<file path="src/rtl/ro_sample_sequencer.sv">
// ============================================================================
// Module   : ro_sample_sequencer
// Purpose  : Sequences RO measurement windows and pushes one result per window
//            into the absorption FIFO, with backpressure and abort.
// Revision : 1.0 - initial release
// ============================================================================
`default_nettype none

module ro_sample_sequencer #(
    parameter int ADD_WIDTH        = 19,
    parameter int FIFO_WIDTH       = 20,
    parameter int COUNT_WIDTH      = 65,
    parameter int PIPELINE_LATENCY = 5
) (
    input  logic                   clk,
    input  logic                   rst,
    input  logic                   go,
    input  logic                   stop,
    input  logic [COUNT_WIDTH-1:0] num_samples,
    input  logic [COUNT_WIDTH-1:0] collect_cycles,
    output logic                   ro_clear,
    output logic                   ro_en,
    input  logic [ADD_WIDTH-1:0]   sum_in,
    input  logic                   fifo_full,
    output logic                   fifo_wr_en,
    output logic [FIFO_WIDTH-1:0]  fifo_wr_data,
    output logic                   busy,
    output logic                   done,
    output logic [31:0]            stall_count
);

    typedef enum logic [2:0] {
        S_IDLE      = 3'd0,
        S_CLEAR     = 3'd1,
        S_COLLECT   = 3'd2,
        S_WAIT_PIPE = 3'd3,
        S_PUSH      = 3'd4,
        S_DONE      = 3'd5
    } state_t;

    localparam int              LAT_W    = (PIPELINE_LATENCY < 2) ? 1 : $clog2(PIPELINE_LATENCY + 1);
    localparam logic [LAT_W-1:0] LAT_LOAD = LAT_W'(PIPELINE_LATENCY);

    state_t                  state_q;
    logic [COUNT_WIDTH-1:0]  ns_q;
    logic [COUNT_WIDTH-1:0]  cc_q;
    logic [COUNT_WIDTH-1:0]  win_q;
    logic [COUNT_WIDTH-1:0]  sample_q;
    logic [LAT_W-1:0]        lat_q;
    logic [31:0]             stall_q;

    logic [COUNT_WIDTH-1:0]  cc_d;
    logic [COUNT_WIDTH-1:0]  sample_d;
    logic [FIFO_WIDTH-1:0]   data_d;

    // A zero-length window is treated as one enable cycle.
    assign cc_d     = (collect_cycles == '0) ? COUNT_WIDTH'(1) : collect_cycles;
    assign sample_d = sample_q + COUNT_WIDTH'(1);

    generate
        if (ADD_WIDTH <= FIFO_WIDTH) begin : g_zext
            assign data_d = FIFO_WIDTH'(sum_in);
        end else begin : g_clamp
            localparam logic [ADD_WIDTH-1:0] MAX_VAL =
                {{(ADD_WIDTH-FIFO_WIDTH){1'b0}}, {FIFO_WIDTH{1'b1}}};
            assign data_d = (sum_in > MAX_VAL) ? {FIFO_WIDTH{1'b1}} : sum_in[FIFO_WIDTH-1:0];
        end
    endgenerate

    always_ff @(posedge clk or posedge rst) begin
        if (rst) begin
            state_q  <= S_IDLE;
            ns_q     <= '0;
            cc_q     <= '0;
            win_q    <= '0;
            sample_q <= '0;
            lat_q    <= '0;
            stall_q  <= '0;
        end else begin
            case (state_q)
                S_IDLE, S_DONE: begin
                    if (go) begin
                        ns_q     <= num_samples;
                        cc_q     <= cc_d;
                        sample_q <= '0;
                        stall_q  <= '0;
                        state_q  <= (num_samples == '0) ? S_DONE : S_CLEAR;
                    end
                end
                S_CLEAR: begin
                    if (stop) begin
                        state_q <= S_DONE;
                    end else begin
                        win_q   <= cc_q;
                        state_q <= S_COLLECT;
                    end
                end
                S_COLLECT: begin
                    if (stop) begin
                        state_q <= S_DONE;
                    end else if (win_q <= COUNT_WIDTH'(1)) begin
                        lat_q   <= LAT_LOAD;
                        state_q <= (PIPELINE_LATENCY == 0) ? S_PUSH : S_WAIT_PIPE;
                    end else begin
                        win_q <= win_q - COUNT_WIDTH'(1);
                    end
                end
                S_WAIT_PIPE: begin
                    if (stop) begin
                        state_q <= S_DONE;
                    end else if (lat_q <= LAT_W'(1)) begin
                        state_q <= S_PUSH;
                    end else begin
                        lat_q <= lat_q - LAT_W'(1);
                    end
                end
                S_PUSH: begin
                    if (stop) begin
                        state_q <= S_DONE;
                    end else if (fifo_full) begin
                        if (stall_q != 32'hFFFF_FFFF) begin
                            stall_q <= stall_q + 32'd1;
                        end
                    end else begin
                        sample_q <= sample_d;
                        state_q  <= (sample_d == ns_q) ? S_DONE : S_CLEAR;
                    end
                end
                default: state_q <= S_IDLE;
            endcase
        end
    end

    // stop gates the enables in the same cycle it is seen, ahead of the state change.
    assign ro_clear     = (state_q == S_CLEAR);
    assign ro_en        = (state_q == S_COLLECT) && !stop;
    assign fifo_wr_en   = (state_q == S_PUSH) && !fifo_full && !stop;
    assign fifo_wr_data = (state_q == S_PUSH) ? data_d : '0;
    assign busy         = (state_q != S_IDLE) && (state_q != S_DONE);
    assign done         = (state_q == S_DONE);
    assign stall_count  = stall_q;

endmodule

`default_nettype wire

</file>
<file path="config.mk">
export PLATFORM = sky130hd
export DESIGN_NAME = ro_sample_sequencer
export DESIGN_NICKNAME = d
export VERILOG_FILES = /design/src/rtl/ro_sample_sequencer.sv
export SDC_FILE = /design/constraint.sdc
export NUM_CORES = 1
export LEC_CHECK = 0
export CAP_MARGIN = 10
export CORE_MARGIN = 4
export CORE_UTILIZATION = 50
export DETAILED_ROUTE_END_ITERATION = 10
export MAX_ROUTING_LAYER = met4
export PLACE_DENSITY_LB_ADDON = 0.05
export SETUP_SLACK_MARGIN = 0.4
export SLEW_MARGIN = 20
export SYNTH_ARGS = -nofsm -noshare
export SYNTH_HDL_FRONTEND = slang
export SYNTH_SLANG_ARGS = --single-unit
</file>
<file path="constraint.sdc">
create_clock -name clk -period 25 [get_ports clk]
set_clock_uncertainty 0.15 [all_clocks]
set_input_delay 2.5 -clock clk [delete_from_list [all_inputs] [get_ports clk]]
set_output_delay 2.5 -clock clk [all_outputs]
set_load 0.005 [all_outputs]
</file>
# Word-level counts from Yosys, hierarchy flattened
# Index checks and enable logic that the tools add are counted.
dict set report op_classes {
  add_sub_neg 4
  magnitude_cmp 2
  eq_ne 22
  mux 31
  n_reduce_logical 20
}
# operator count
set op_table {}
lappend op_table {{65-bit 2-to-1 mux} 7}
lappend op_table {{65-bit case mux with 2 select lines} 2}
lappend op_table {{65-bit logical NOT} 2}
lappend op_table {{32-bit 2-to-1 mux} 4}
lappend op_table {{65-bit by 1-bit adder with 65-bit output, second input constant} 1}
lappend op_table {{65-bit == test} 1}
lappend op_table {{65-bit by 1-bit <= comparator with 1-bit output, second input constant} 1}
lappend op_table {{65-bit by 1-bit subtractor with 65-bit output, second input constant} 1}
lappend op_table {{32-bit case mux with 2 select lines} 1}
lappend op_table {{3-bit 2-to-1 mux} 14}
lappend op_table {{32-bit by 1-bit adder with 32-bit output, second input constant} 1}
lappend op_table {{32-bit inequality test, second input constant} 1}
lappend op_table {{2-bit inequality test, second input constant} 11}
lappend op_table {{19-bit 2-to-1 mux} 1}
lappend op_table {{3-bit case mux with 5 select lines} 1}
lappend op_table {{3-bit inequality test, second input constant} 4}
lappend op_table {{4-bit AND reduction} 3}
lappend op_table {{5-bit AND reduction} 2}
lappend op_table {{3-bit by 2-bit == test with 1-bit output, second input constant} 2}
lappend op_table {{3-bit == test, second input constant} 2}
lappend op_table {{3-bit case mux with 2 select lines} 1}
lappend op_table {{2-bit nonzero test} 3}
lappend op_table {{1-bit logical AND} 4}
lappend op_table {{3-bit by 1-bit == test with 1-bit output, second input constant} 1}
lappend op_table {{7 further kinds} 8}
dict set report word_totals {
  register_bits 298
  output_inout_bits 57
  elab_cells 86
}

# Longest topological paths before layout
dict set report logic_depth {
  word_depth 6
  mapped_depth 12
  mapped_depth_nobuf 10
}

# Worst setup path after synthesis
# Ideal clock, no wire load.
dict set report synth_path {
  path_kind {input to output}
  startpoint {input stop}
  endpoint {output fifo_wr_en}
  arrival_time_ns 3.513
  required_ns 22.350
  setup_slack_ns 18.837
  cell_stages 5
  path_buffers 3
  path_cell_list {clkbuf_1 -> or2_2 -> clkbuf_1 -> inv_1 -> buf_1}
}
dict set report synth_between {
  elab_chain_len 2
}
# element line_no
set synth_rtl {}
lappend synth_rtl {{start: declaration} 18} ;# input logic stop,
lappend synth_rtl {{1-bit logical NOT} 137} ;# assign fifo_wr_en = (state_q == S_PUSH) && !fifo_full && !stop;
lappend synth_rtl {{1-bit logical AND} 137}
lappend synth_rtl {{end: declaration} 25} ;# output logic fifo_wr_en,
# Every way passes these cells.

# Final worst setup path
# Ends and elaborated chain as after synthesis.

==> run_results.csv <==
group,metric,value,unit
setup_path,required,22.35,ns
synthesis,netlist_top_cells_area,"dfrtp_1 (44%), mux2_2 (8.5%), o21ai_0 (5.5%)",
timing,maxSlewViolCount,0,
synthesis,synth_cell_types,76,
setup_path,worstSetupEndpointType,"primary output",
global_route,antenna_found_initial,0,
synthesis,synthArstFlopShare,1.00,
clock_tree,cts_tree,"done",
global_route,grt_pass1_vias,14278,
synthesis,synth_cells,1835,
global_route,grt_max_degree,107,
job,drv_cap,0,
synthesis,synth_top_flop_cell,"dfrtp_1",
synthesis,syn_avg_cell_area,9.19,µm²
setup_path,crit_path_max_fanout,28,
route,vias,14644,
synthesis,synthMuxAreaShare,0.0891,
global_route,grt_usage,0.269,
timing,post-route-period-util,0.282,
clock_tree,cts_buffer_depth,3,
power_and_ir_drop,total_power,1.98,mW
synthesis,synth_top_area_share,0.442,
setup_path,cp.arrival,4.41,ns
synthesis,synth_top_family_by_area,"simple AND/OR/NAND/NOR gates",
power_and_ir_drop,leakagePower,7.78,nW
global_route,grt-ovfl-total,0,
placed_design,dp_cells,2380,
route,drcViolationCount,0,
power_and_ir_drop,vdd.ir_drop.worst,67.3,µV
synthesis,synth-adder-area-share,0.00445,
clock_tree,cts_hold_buf,0,
setup_path,startpoint_type,"input pin",
clock_tree,post_cts_buffers,0,
die,die_area,0.0367,mm²
route,dr.first_iter.drc_count,1062,
clock_tree,htree_levels,2,
layout,fin_nets,2135,
synthesis,synth_xor_area_frac,0.0663,
clock_tree,cts.sink_count,298,
placed_design,port_buffers,209,
synthesis,syn_nets,1995,
layout,final_util,0.618,
synthesis,synth-edff-count,0,
timing,fin_tns_setup,0,ns
clock_tree,clkLatencyLatePin,0.53,ns
placed_design,place_hpwl,34.8,mm
die,fp.coreArea,0.0329,mm²
synthesis,yosysSeqAreaShare,0.442,
die,num_rows,66,
placed_design,dpl_cell_area,0.0191,mm²
route,via_per_inst,6.00,
route,antenna_left,0,
layout,final_cells,2441,
synthesis,yosys-top-cells-count,"dfrtp_1 (298), o21ai_0 (186), nor2_1 (168)",
die,start_util,0.513,
synthesis,ys_seq_elements,298,
clock_tree,cts_buffers,35,
synthesis,synth_most_common_cell,"dfrtp_1",
power_and_ir_drop,powerDensity,97.6,mW/mm²
synthesis,yosys.area.top_type,"dfrtp_1",
timing,worstMarginPinSlew,1.07,ns
timing,hold_viol,0,
timing,slew_headroom,0.284,
synthesis,synth_compound_area_frac,0.151,
timing,setup_viol,0,
layout,fin_area,0.0203,mm²
layout,antenna_cells,0,
clock_tree,cts-resized-gates,0,
route,dr.pass1.iters,5,
clock_tree,cts_root_buffer,"clkbuf_16",
min_path,hold_path.class,"flop to flop",
route,wl,48.7,mm
placed_design,place_ws,17.94,ns
synthesis,syn-cell-area,0.0169,mm²
synthesis,yosysWarnings,0,
setup_path,critPathKind,"input pin to primary output",
timing,fmax,142,MHz
placed_design,place_congestion,0.971,
timing,rsz0062_at_grt,"false",
timing,setup_ws,17.94,ns
status,status,"finished clean",
timing,final.min_clock_period,7.06,ns
global_route,grt_pass1_wl,77.2,mm
synthesis,synthSimpleGateAreaFrac,0.209,
die,ioPinCount,211,
clock_tree,clkTransAtPathRegs,0.06,ns
timing,hold_ws,0.342,ns
layout,area_delta_synth_final,20.5,%
route,wl_per_cell,19.9,µm
die,die_w,192,µm
layout,drive_above_1_share,0.116,
die,die_h,192,µm
[cell type report]
class	instances	area [µm²]
clock buffers	51	1050
clock inverters	10	128
fillers	2857	12600
inverters	32	128
multi-input cells	1385	8800
flip-flops and latches	298	7460
well taps	442	553
repair buffers	223	2200
[sequential cells by signal, indices dropped and copies added (netlist names)]
name / count
win_q: 65
ns_q: 65
state_q: 3
sample_q: 65
cc_q: 65
lat_q: 3
stall_count: 32
[placed cells by master, fill, tap and decap left out, types with 54 or more instances in the layout]
cell type	Yosys	layout
dfrtp_1	298	298
nor3_1	67	67
nand4_1	63	63
nor4_1	61	61
a21oi_1	106	106
clkdlybuf4s50_1	0	209
nand3_1	57	57
mux2_2	128	128
xor2_1	54	54
nor2_1	168	167
o21ai_0	186	186
xnor2_1	71	71
nand2_1	122	122
[metal layers]
| layer | part of all wire | track usage |
|---|---|---|
| met3 | 0.053 | 0.0331 |
| met4 | 0.029 | 0.0743 |
| met2 | 0.48 | 0.439 |
| met1 | 0.43 | 0.357 |
| met5 | 0 | - |
[final timing paths]
path,start,to,slack [ns],cells after the start
worst max-delay path,stop,fifo_wr_en,17.94,4
worst min-delay path,win_q[21]$_DFFE_PP0P_,win_q[21]$_DFFE_PP0P_,0.34,1
worst max register to register,sample_q[0]$_DFFE_PP0P_,state_q[2]$_DFFE_PP0P_,20.05,10
worst min register to register,win_q[21]$_DFFE_PP0P_,win_q[21]$_DFFE_PP0P_,0.34,1
max in group asynchronous,rst,win_q[43]$_DFFE_PP0P_,20.81,3
min in group asynchronous,rst,cc_q[17]$_DFFE_PP0P_,2.34,2
[logic make-up (layout without fill, tap and decap cells)]
family | Yosys count | in the layout
flip-flops | 298 | 298
buffers and inverters | 152 | 316
AND/OR/NAND/NOR | 685 | 685
XOR/XNOR | 126 | 126
AO/OA/AOI/OAI | 434 | 434
multiplexers | 133 | 133
other | 1 | 1
adder cells (fa/ha/maj) | 6 | 6
[where the power goes]
part	internal, mW	total [mW]	switching (mW)	leakage, nW
clock	0.321	0.526	0.204	0.581
combinational	0.333	0.659	0.327	3.46
sequential	0.652	0.797	0.145	3.73
[worst max-delay path: stages]
cell,delay [ns]
clkdlybuf4s50_1,0.60
or2_2,0.63
inv_1,0.15
clkdlybuf4s50_1,0.51
Note: power is estimated with default switching activity, not from simulation.
